--- config.mk ---
export PLATFORM = sky130hd
export DESIGN_NAME = imem_load_ctrl_flat
export DESIGN_NICKNAME = d
export VERILOG_FILES = /design/src/rtl/imem_load_ctrl_pkg.sv /design/src/rtl/imem_load_ctrl_if.sv /design/src/rtl/imem_load_ctrl_load_timeout.sv /design/src/rtl/imem_load_ctrl.sv /design/src/flat_wrapper.sv
export SDC_FILE = /design/constraint.sdc
export NUM_CORES = 1
export LEC_CHECK = 0
export ABC_AREA = 1
export BUFFER_PORTS_ARGS = -buffer_cell sky130_fd_sc_hd__buf_2
export CAP_MARGIN = 10
export CORE_MARGIN = 1
export CORE_UTILIZATION = 40
export DETAILED_ROUTE_END_ITERATION = 16
export GPL_TIMING_DRIVEN = 0
export HOLD_SLACK_MARGIN = 0.1
export PLACE_DENSITY = 0.68
export SLEW_MARGIN = 30
export SYNTH_ARGS = -nofsm -noshare
export SYNTH_HDL_FRONTEND = slang
export SYNTH_SLANG_ARGS = --single-unit
--- constraint.sdc ---
create_clock -name clk -period 1.5 [get_ports clk]
set_clock_uncertainty 0.1 [all_clocks]
set_input_delay 0.15 -clock clk [delete_from_list [all_inputs] [get_ports clk]]
set_output_delay 0.15 -clock clk [all_outputs]
set_load 0.02 [all_outputs]
--- src/rtl/imem_load_ctrl_pkg.sv ---
// imem_load_ctrl_pkg
//   Shared definitions for the instruction-memory loader: instruction bus
//   width, write-enable levels, FSM state encoding and the default
//   end-of-load address and idle-timeout limit.
//   No ports (package).
package imem_load_ctrl_pkg;

    localparam int          INST_W          = 32;
    localparam int          WCNT_W          = 16;
    localparam int          TMO_W           = 24;

    localparam logic        WE_ON           = 1'b1;
    localparam logic        WE_OFF          = 1'b0;

    localparam logic [31:0] END_ADDR_DEF    = 32'hFFFF_FFFC;
    localparam logic [23:0] TIMEOUT_CYC_DEF = 24'd1_000_000;

    typedef enum logic [1:0] {
        ST_BOOT = 2'd0,
        ST_LOAD = 2'd1,
        ST_RUN  = 2'd2,
        ST_ERR  = 2'd3
    } ld_state_e;

endpackage

--- src/rtl/imem_load_ctrl_if.sv ---
// imem_load_ctrl_if
//   Loader write bus and instruction-RAM bus of the loader controller.
//   Signals:
//     ld_addr / ld_data / ld_we   loader word address, data, single-cycle strobe
//     mem_addr / mem_wdata / mem_we   instruction RAM address, write data, enable
//   Modports:
//     master  loader + RAM side (drives ld_*, observes mem_*)
//     slave   controller side (observes ld_*, drives mem_*)
interface imem_load_ctrl_if;
    import imem_load_ctrl_pkg::*;

    logic [INST_W-1:0] ld_addr;
    logic [INST_W-1:0] ld_data;
    logic              ld_we;
    logic [INST_W-1:0] mem_addr;
    logic [INST_W-1:0] mem_wdata;
    logic              mem_we;

    modport master (
        output ld_addr, ld_data, ld_we,
        input  mem_addr, mem_wdata, mem_we
    );

    modport slave (
        input  ld_addr, ld_data, ld_we,
        output mem_addr, mem_wdata, mem_we
    );

endinterface

--- src/rtl/imem_load_ctrl_load_timeout.sv ---
// load_timeout
//   Idle-cycle counter for the loader. Counts up while i_tick is high,
//   returns to zero on i_clear (clear wins over tick). o_expire is high
//   while the count equals LIMIT-1.
//   Ports:
//     clk, rst_n   clock, synchronous active-low reset
//     i_clear      zero the counter
//     i_tick       advance the counter
//     o_expire     count has reached LIMIT-1
module load_timeout
    import imem_load_ctrl_pkg::*;
#(
    parameter logic [TMO_W-1:0] LIMIT = TIMEOUT_CYC_DEF
) (
    input  logic clk,
    input  logic rst_n,
    input  logic i_clear,
    input  logic i_tick,
    output logic o_expire
);

    localparam logic [TMO_W-1:0] TC = LIMIT - TMO_W'(1);

    logic [TMO_W-1:0] r_cnt;

    always_ff @(posedge clk) begin
        if (!rst_n) begin
            r_cnt <= '0;
        end else if (i_clear) begin
            r_cnt <= '0;
        end else if (i_tick) begin
            r_cnt <= r_cnt + TMO_W'(1);
        end
    end

    assign o_expire = (r_cnt == TC);

endmodule

--- src/rtl/imem_load_ctrl.sv ---
// imem_load_ctrl
//   Boot-time instruction memory loader. Accepts word writes from a loader,
//   forwards them to the instruction RAM one cycle later, and holds the core
//   in reset until the load finishes (end-marker address) or the boot idle
//   timeout expires. Optional checksum: define IMEM_LOAD_CHECKSUM_EN to check
//   the end-marker data against a running XOR of all written words.
//   Ports:
//     clk, rst_n      clock, synchronous active-low reset
//     bus             loader + RAM bus (slave modport)
//     i_core_pc       core fetch address, routed to the RAM in RUN
//     o_core_rst_n    core reset, high only in RUN
//     o_load_busy     high in BOOT and LOAD
//     o_load_err      high in ERR
//     o_word_cnt      words written in the current load, saturating
//
//   state | meaning
//   ------+----------------------------------------------------------
//   BOOT  | after reset; waiting for the first loader strobe or timeout
//   LOAD  | accepting words; end-marker finishes, silence times out
//   RUN   | core released, RAM address follows the core PC
//   ERR   | load stalled or checksum bad; only a strobe or reset exits
module imem_load_ctrl
    import imem_load_ctrl_pkg::*;
#(
    parameter logic [31:0] END_ADDR    = END_ADDR_DEF,
    parameter logic [23:0] TIMEOUT_CYC = TIMEOUT_CYC_DEF
) (
    input  logic                clk,
    input  logic                rst_n,
    imem_load_ctrl_if.slave     bus,
    input  logic [INST_W-1:0]   i_core_pc,
    output logic                o_core_rst_n,
    output logic                o_load_busy,
    output logic                o_load_err,
    output logic [WCNT_W-1:0]   o_word_cnt
);

    ld_state_e          r_state;
    logic [INST_W-1:0]  r_addr;
    logic [INST_W-1:0]  r_wdata;
    logic               r_mem_we;
    logic               r_core_rst_n;
    logic               r_busy;
    logic               r_err;
    logic [WCNT_W-1:0]  r_wcnt;

    ld_state_e          w_nxt;
    logic               w_wr;
    logic               w_restart;
    logic               w_is_end;
    logic               w_sum_ok;
    logic               w_tick;
    logic               w_expire;
    logic               w_clear;

    assign w_is_end = (bus.ld_addr == END_ADDR);
    assign w_tick   = (r_state == ST_BOOT) || (r_state == ST_LOAD);
    // Every state change is caused either by a strobe or by expiry, so
    // this also covers "clear on every state change".
    assign w_clear  = bus.ld_we || (w_tick && w_expire);
    // A strobe outside LOAD starts a fresh load.
    assign w_restart = bus.ld_we && (r_state != ST_LOAD);

`ifdef IMEM_LOAD_CHECKSUM_EN
    logic [INST_W-1:0] r_xor;

    always_ff @(posedge clk) begin
        if (!rst_n) begin
            r_xor <= '0;
        end else if (w_restart) begin
            r_xor <= w_wr ? bus.ld_data : '0;
        end else if (w_wr) begin
            r_xor <= r_xor ^ bus.ld_data;
        end
    end

    assign w_sum_ok = (bus.ld_data == r_xor);
`else
    assign w_sum_ok = 1'b1;
`endif

    load_timeout #(
        .LIMIT (TIMEOUT_CYC)
    ) u_load_timeout (
        .clk      (clk),
        .rst_n    (rst_n),
        .i_clear  (w_clear),
        .i_tick   (w_tick),
        .o_expire (w_expire)
    );

    always_comb begin
        w_nxt = r_state;
        w_wr  = 1'b0;
        case (r_state)
            ST_BOOT: begin
                if (bus.ld_we) begin
                    w_nxt = ST_LOAD;
                    w_wr  = !w_is_end;
                end else if (w_expire) begin
                    w_nxt = ST_RUN;
                end
            end
            ST_LOAD: begin
                if (bus.ld_we) begin
                    if (w_is_end) begin
                        w_nxt = w_sum_ok ? ST_RUN : ST_ERR;
                    end else begin
                        w_wr = 1'b1;
                    end
                end else if (w_expire) begin
                    w_nxt = ST_ERR;
                end
            end
            ST_RUN: begin
                if (bus.ld_we) begin
                    w_nxt = ST_LOAD;
                    w_wr  = !w_is_end;
                end
            end
            ST_ERR: begin
                // Leaving ERR only restarts the load; the strobe's word is
                // not written and the count starts again from zero.
                if (bus.ld_we) begin
                    w_nxt = ST_LOAD;
                end
            end
            default: w_nxt = ST_BOOT;
        endcase
    end

    always_ff @(posedge clk) begin
        if (!rst_n) begin
            r_state      <= ST_BOOT;
            r_addr       <= '0;
            r_wdata      <= '0;
            r_mem_we     <= WE_OFF;
            r_core_rst_n <= 1'b0;
            r_busy       <= 1'b1;
            r_err        <= 1'b0;
            r_wcnt       <= '0;
        end else begin
            r_state  <= w_nxt;
            r_mem_we <= w_wr ? WE_ON : WE_OFF;
            if (w_wr) begin
                r_addr  <= bus.ld_addr;
                r_wdata <= bus.ld_data;
            end
            if (w_restart) begin
                r_wcnt <= w_wr ? WCNT_W'(1) : '0;
            end else if (w_wr && (r_wcnt != {WCNT_W{1'b1}})) begin
                r_wcnt <= r_wcnt + WCNT_W'(1);
            end
            // Decoded from the next state so the flags line up with it.
            r_core_rst_n <= (w_nxt == ST_RUN);
            r_busy       <= (w_nxt == ST_BOOT) || (w_nxt == ST_LOAD);
            r_err        <= (w_nxt == ST_ERR);
        end
    end

    assign bus.mem_addr  = (r_state == ST_RUN) ? i_core_pc : r_addr;
    assign bus.mem_wdata = r_wdata;
    assign bus.mem_we    = r_mem_we;
    assign o_core_rst_n  = r_core_rst_n;
    assign o_load_busy   = r_busy;
    assign o_load_err    = r_err;
    assign o_word_cnt    = r_wcnt;

endmodule

--- src/flat_wrapper.sv ---
// flat-port wrapper written by rule: the top's interface ports become plain ports
module imem_load_ctrl_flat import imem_load_ctrl_pkg::*;
#(
    parameter logic [31:0] END_ADDR    = END_ADDR_DEF,
    parameter logic [23:0] TIMEOUT_CYC = TIMEOUT_CYC_DEF
)
  (clk, rst_n, i_core_pc, o_core_rst_n, o_load_busy, o_load_err, o_word_cnt, bus_ld_addr, bus_ld_data, bus_ld_we, bus_mem_addr, bus_mem_wdata, bus_mem_we);
  imem_load_ctrl_if bus_i ();
  input  logic clk;
  input  logic rst_n;
  input  logic [INST_W-1:0] i_core_pc;
  output logic o_core_rst_n;
  output logic o_load_busy;
  output logic o_load_err;
  output logic [WCNT_W-1:0] o_word_cnt;
  input wire logic [$bits(bus_i.ld_addr)-1:0] bus_ld_addr;
  input wire logic [$bits(bus_i.ld_data)-1:0] bus_ld_data;
  input wire logic [$bits(bus_i.ld_we)-1:0] bus_ld_we;
  output wire logic [$bits(bus_i.mem_addr)-1:0] bus_mem_addr;
  output wire logic [$bits(bus_i.mem_wdata)-1:0] bus_mem_wdata;
  output wire logic [$bits(bus_i.mem_we)-1:0] bus_mem_we;
  assign bus_i.ld_addr = bus_ld_addr;
  assign bus_i.ld_data = bus_ld_data;
  assign bus_i.ld_we = bus_ld_we;
  assign bus_mem_addr = bus_i.mem_addr;
  assign bus_mem_wdata = bus_i.mem_wdata;
  assign bus_mem_we = bus_i.mem_we;
  imem_load_ctrl #(.END_ADDR(END_ADDR), .TIMEOUT_CYC(TIMEOUT_CYC)) u_core (.clk(clk), .rst_n(rst_n), .bus(bus_i), .i_core_pc(i_core_pc), .o_core_rst_n(o_core_rst_n), .o_load_busy(o_load_busy), .o_load_err(o_load_err), .o_word_cnt(o_word_cnt));
endmodule
==> results.toml <==
[run_status]
status = "finished with violations"
violations = "negative setup slack"

[critical_path]
crit_arrival_ns = 1.58
cpMostUsedCell = "buf_6"
worstPathCellList = "buf_6 > nand2_8 > buf_8 > mux2_2 > buf_6"
slowest_stage = "mux2_2"
startpoint_type = "register"
endpoint_kind = "output port"
cpPeakStageDelay_ns = 0.35
cp_max_fo = 8
crit_type = "reg -> out"
required_ns = 1.25

[floorplan]
ios = 183
rows = 42
start_util = 0.408
die_x_um = 118
core_area_um2 = 13200
die_h_um = 118
die-area_um2 = 13900

[timing]
setup_ws_ns = -0.330
final.period_utilization = 1.22
max_freq_mhz = 547
hold_violations = 0
report.final.slew_viol_count = 0
period_needed_ns = 1.83
finalSetupTns_ns = -16.78
tightest_slew_ns = 0.554
setup_viol = 81
rsz0062_at_grt = "yes"
max-slew-margin-rel = 0.631

[min_path]
min_path_type = "in -> reg"

[clock_network]
clockBufferDepth = 2
path_clk_slew_ns = 0.07
numCtsBuffers = 9
cts_root_buffer = "clkbuf_16"
clock_sinks = 110
tritoncts = "yes"
cts_max_level = 3
clk_latency_ns = 0.36

[synthesis]
synthArstFlopShare = 0
synth_edf_count = 0
netlist_instances = 761
synth_nets = 862
synthesis.area_um2 = 5380
synth_warnings = 0
ys_seq_area_frac = 0.409
ys.flop_type = "dfxtp_1"
syn_area_per_cell_um2 = 7.07
ys_ff_latch = 110
synth_cell_type_count = 33

[grt]
antenna_found_initial = 1
grt_pass1_vias = 5993
grt_max_degree = 19
overflow = 0
grt_usage = 0.252
grt_pass1_wl_um = 28100

[power_and_ir_drop]
p_leak_nw = 4.12
peakVddDrop_mv = 0.635
powerDensity_nw_per_um2 = 798

[placed_design]
gp_congestion = 0.839
port_buffers = 182
place_inst = 1119
postPlaceCellArea_um2 = 6610
place_hpwl_um = 10900

[route]
vias_per_cell = 5.07
route.detailed.drc = 0
vias = 6343
dr.pass1.iters = 5
drtIter0Drc = 446
routed_wl_um = 19800
antenna_left = 0
post_drt_wl_per_cell_um = 15.8

[layout]
areaGrowthSynthToFinish_pct = 67.1
final_net_count = 1171
fill_cells = 968
post-route-cell-area_um2 = 9000
fin_util = 0.682
stdcell_count = 1252
drive_gt1_frac = 0.391
final_cell_mix = "nor2_1, buf_2, nand2_1"
layout.cells.most_common = "nor2_1"

[flow_run]
max_cap_viol_count = 0
[layout make-up]
type	instances	area, µm²	area share
repair buffers	298	2350	0.261
flip-flops and latches	110	2250	0.250
clock inverters	6	88.8	0.00987
multi-input cells	571	3320	0.369
clock buffers	10	250	0.0278
plain buffers	33	310	0.0345
well taps	176	220	0.0245
diodes	1	2.50	0.000278
inverters	47	196	0.0218
[state kept, by name, summed over array words and instances (netlist names)]
signal,count
u_core.o_core_rst_n,1
u_core.bus.mem_we,1
u_core.o_word_cnt,16
u_core.r_state,2
u_core.u_load_timeout.r_cnt,24
u_core.o_load_err,1
u_core.r_addr,32
u_core.o_load_busy,1
u_core.bus.mem_wdata,32
[cells by family after synthesis]
logic type	Yosys count	synth area share
AND/OR/NAND/NOR	422	0.330
flip-flops	110	0.409
AO/OA/AOI/OAI	98	0.0923
buffers and inverters	80	0.0693
multiplexers	32	0.0669
XOR/XNOR	17	0.0277
adder cells (fa/ha/maj)	2	0.00465
[per-layer routing]
| layer | up-vias | share of wire | track usage |
|---|---|---|---|
| li1 | 3074 | - | - |
| met1 | 2935 | 0.39 | 0.276 |
| met2 | 274 | 0.52 | 0.454 |
| met3 | 60 | 0.058 | 0.0528 |
| met4 | 0 | 0.036 | 0.134 |
| met5 | - | 0 | 0 |
[per-stage QoR]
| stage | total power (W) | hold slack [ns] | setup slack, ns |
|---|---|---|---|
| 2_1_floorplan | 0.00370 | 0.198 | -0.00893 |
| 3_3_place_gp | 0.00405 | 0.298 | -0.345 |
| 3_5_place_dp | 0.00406 | 0.307 | -0.346 |
| 4_1_cts | 0.00698 | 0.135 | -0.350 |
| 5_1_grt | 0.00739 | 0.175 | -0.349 |
| 6_report | 0.00718 | 0.162 | -0.330 |
[timing repair]
item                       in CTS  in global routing
gates cloned                    3                  6
gates resized for setup        97                180
hold buffers                   65                  0
setup endpoints to repair     106                141
hold endpoints to repair       65                  0
buffers inserted               25                 18
pin swaps                      13                 41
[worst paths after layout]
kind,slack (ns),depth (start not counted),end,startpoint
hold / removal,0.16,5,u_core.u_load_timeout.r_cnt[20],rst_n
setup reg to reg,-0.24,11,u_core.u_load_timeout.r_cnt[17],u_core.r_state[1]
setup / recovery,-0.33,5,bus_mem_addr[30],u_core.r_state[1]
hold reg to reg,0.36,2,u_core.bus.mem_wdata[14],u_core.bus.mem_wdata[14]
[critical path, delay by kind of cell (launching register included)]
kind                   cells  cell delay, ns
muxes                      1            0.35
buffers and inverters      3            0.41
and+or+nand+nor            1            0.13
DFF                        1            0.34
[cell usage after synthesis (3+ instances only)]
cell type | count | area (µm²)
nor2_1 | 208 | 781
nand2_1 | 132 | 495
dfxtp_1 | 110 | 2200
o21ai_0 | 68 | 340
inv_1 | 43 | 161
nand3_1 | 40 | 200
mux2_2 | 32 | 360
a21oi_1 | 27 | 135
clkbuf_1 | 16 | 60.1
xor2_1 | 13 | 114
nand4_1 | 9 | 56.3
buf_2 | 7 | 35.0
buf_6 | 7 | 78.8
nor2_2 | 7 | 43.8
nor3_1 | 7 | 35.0
inv_2 | 4 | 15.0
nand2_2 | 4 | 25.0
xnor2_1 | 4 | 35.0
buf_4 | 3 | 22.5
nand3_2 | 3 | 30.0
[power by group]
group	switching (W)	internal, W	leakage [nW]
sequential	0.0000844	0.00304	0.918
clock	0.00116	0.00157	0.169
combinational	0.000668	0.000657	3.03
total	0.00191	0.00527	4.12
Note: power is estimated with default switching activity, not from simulation.
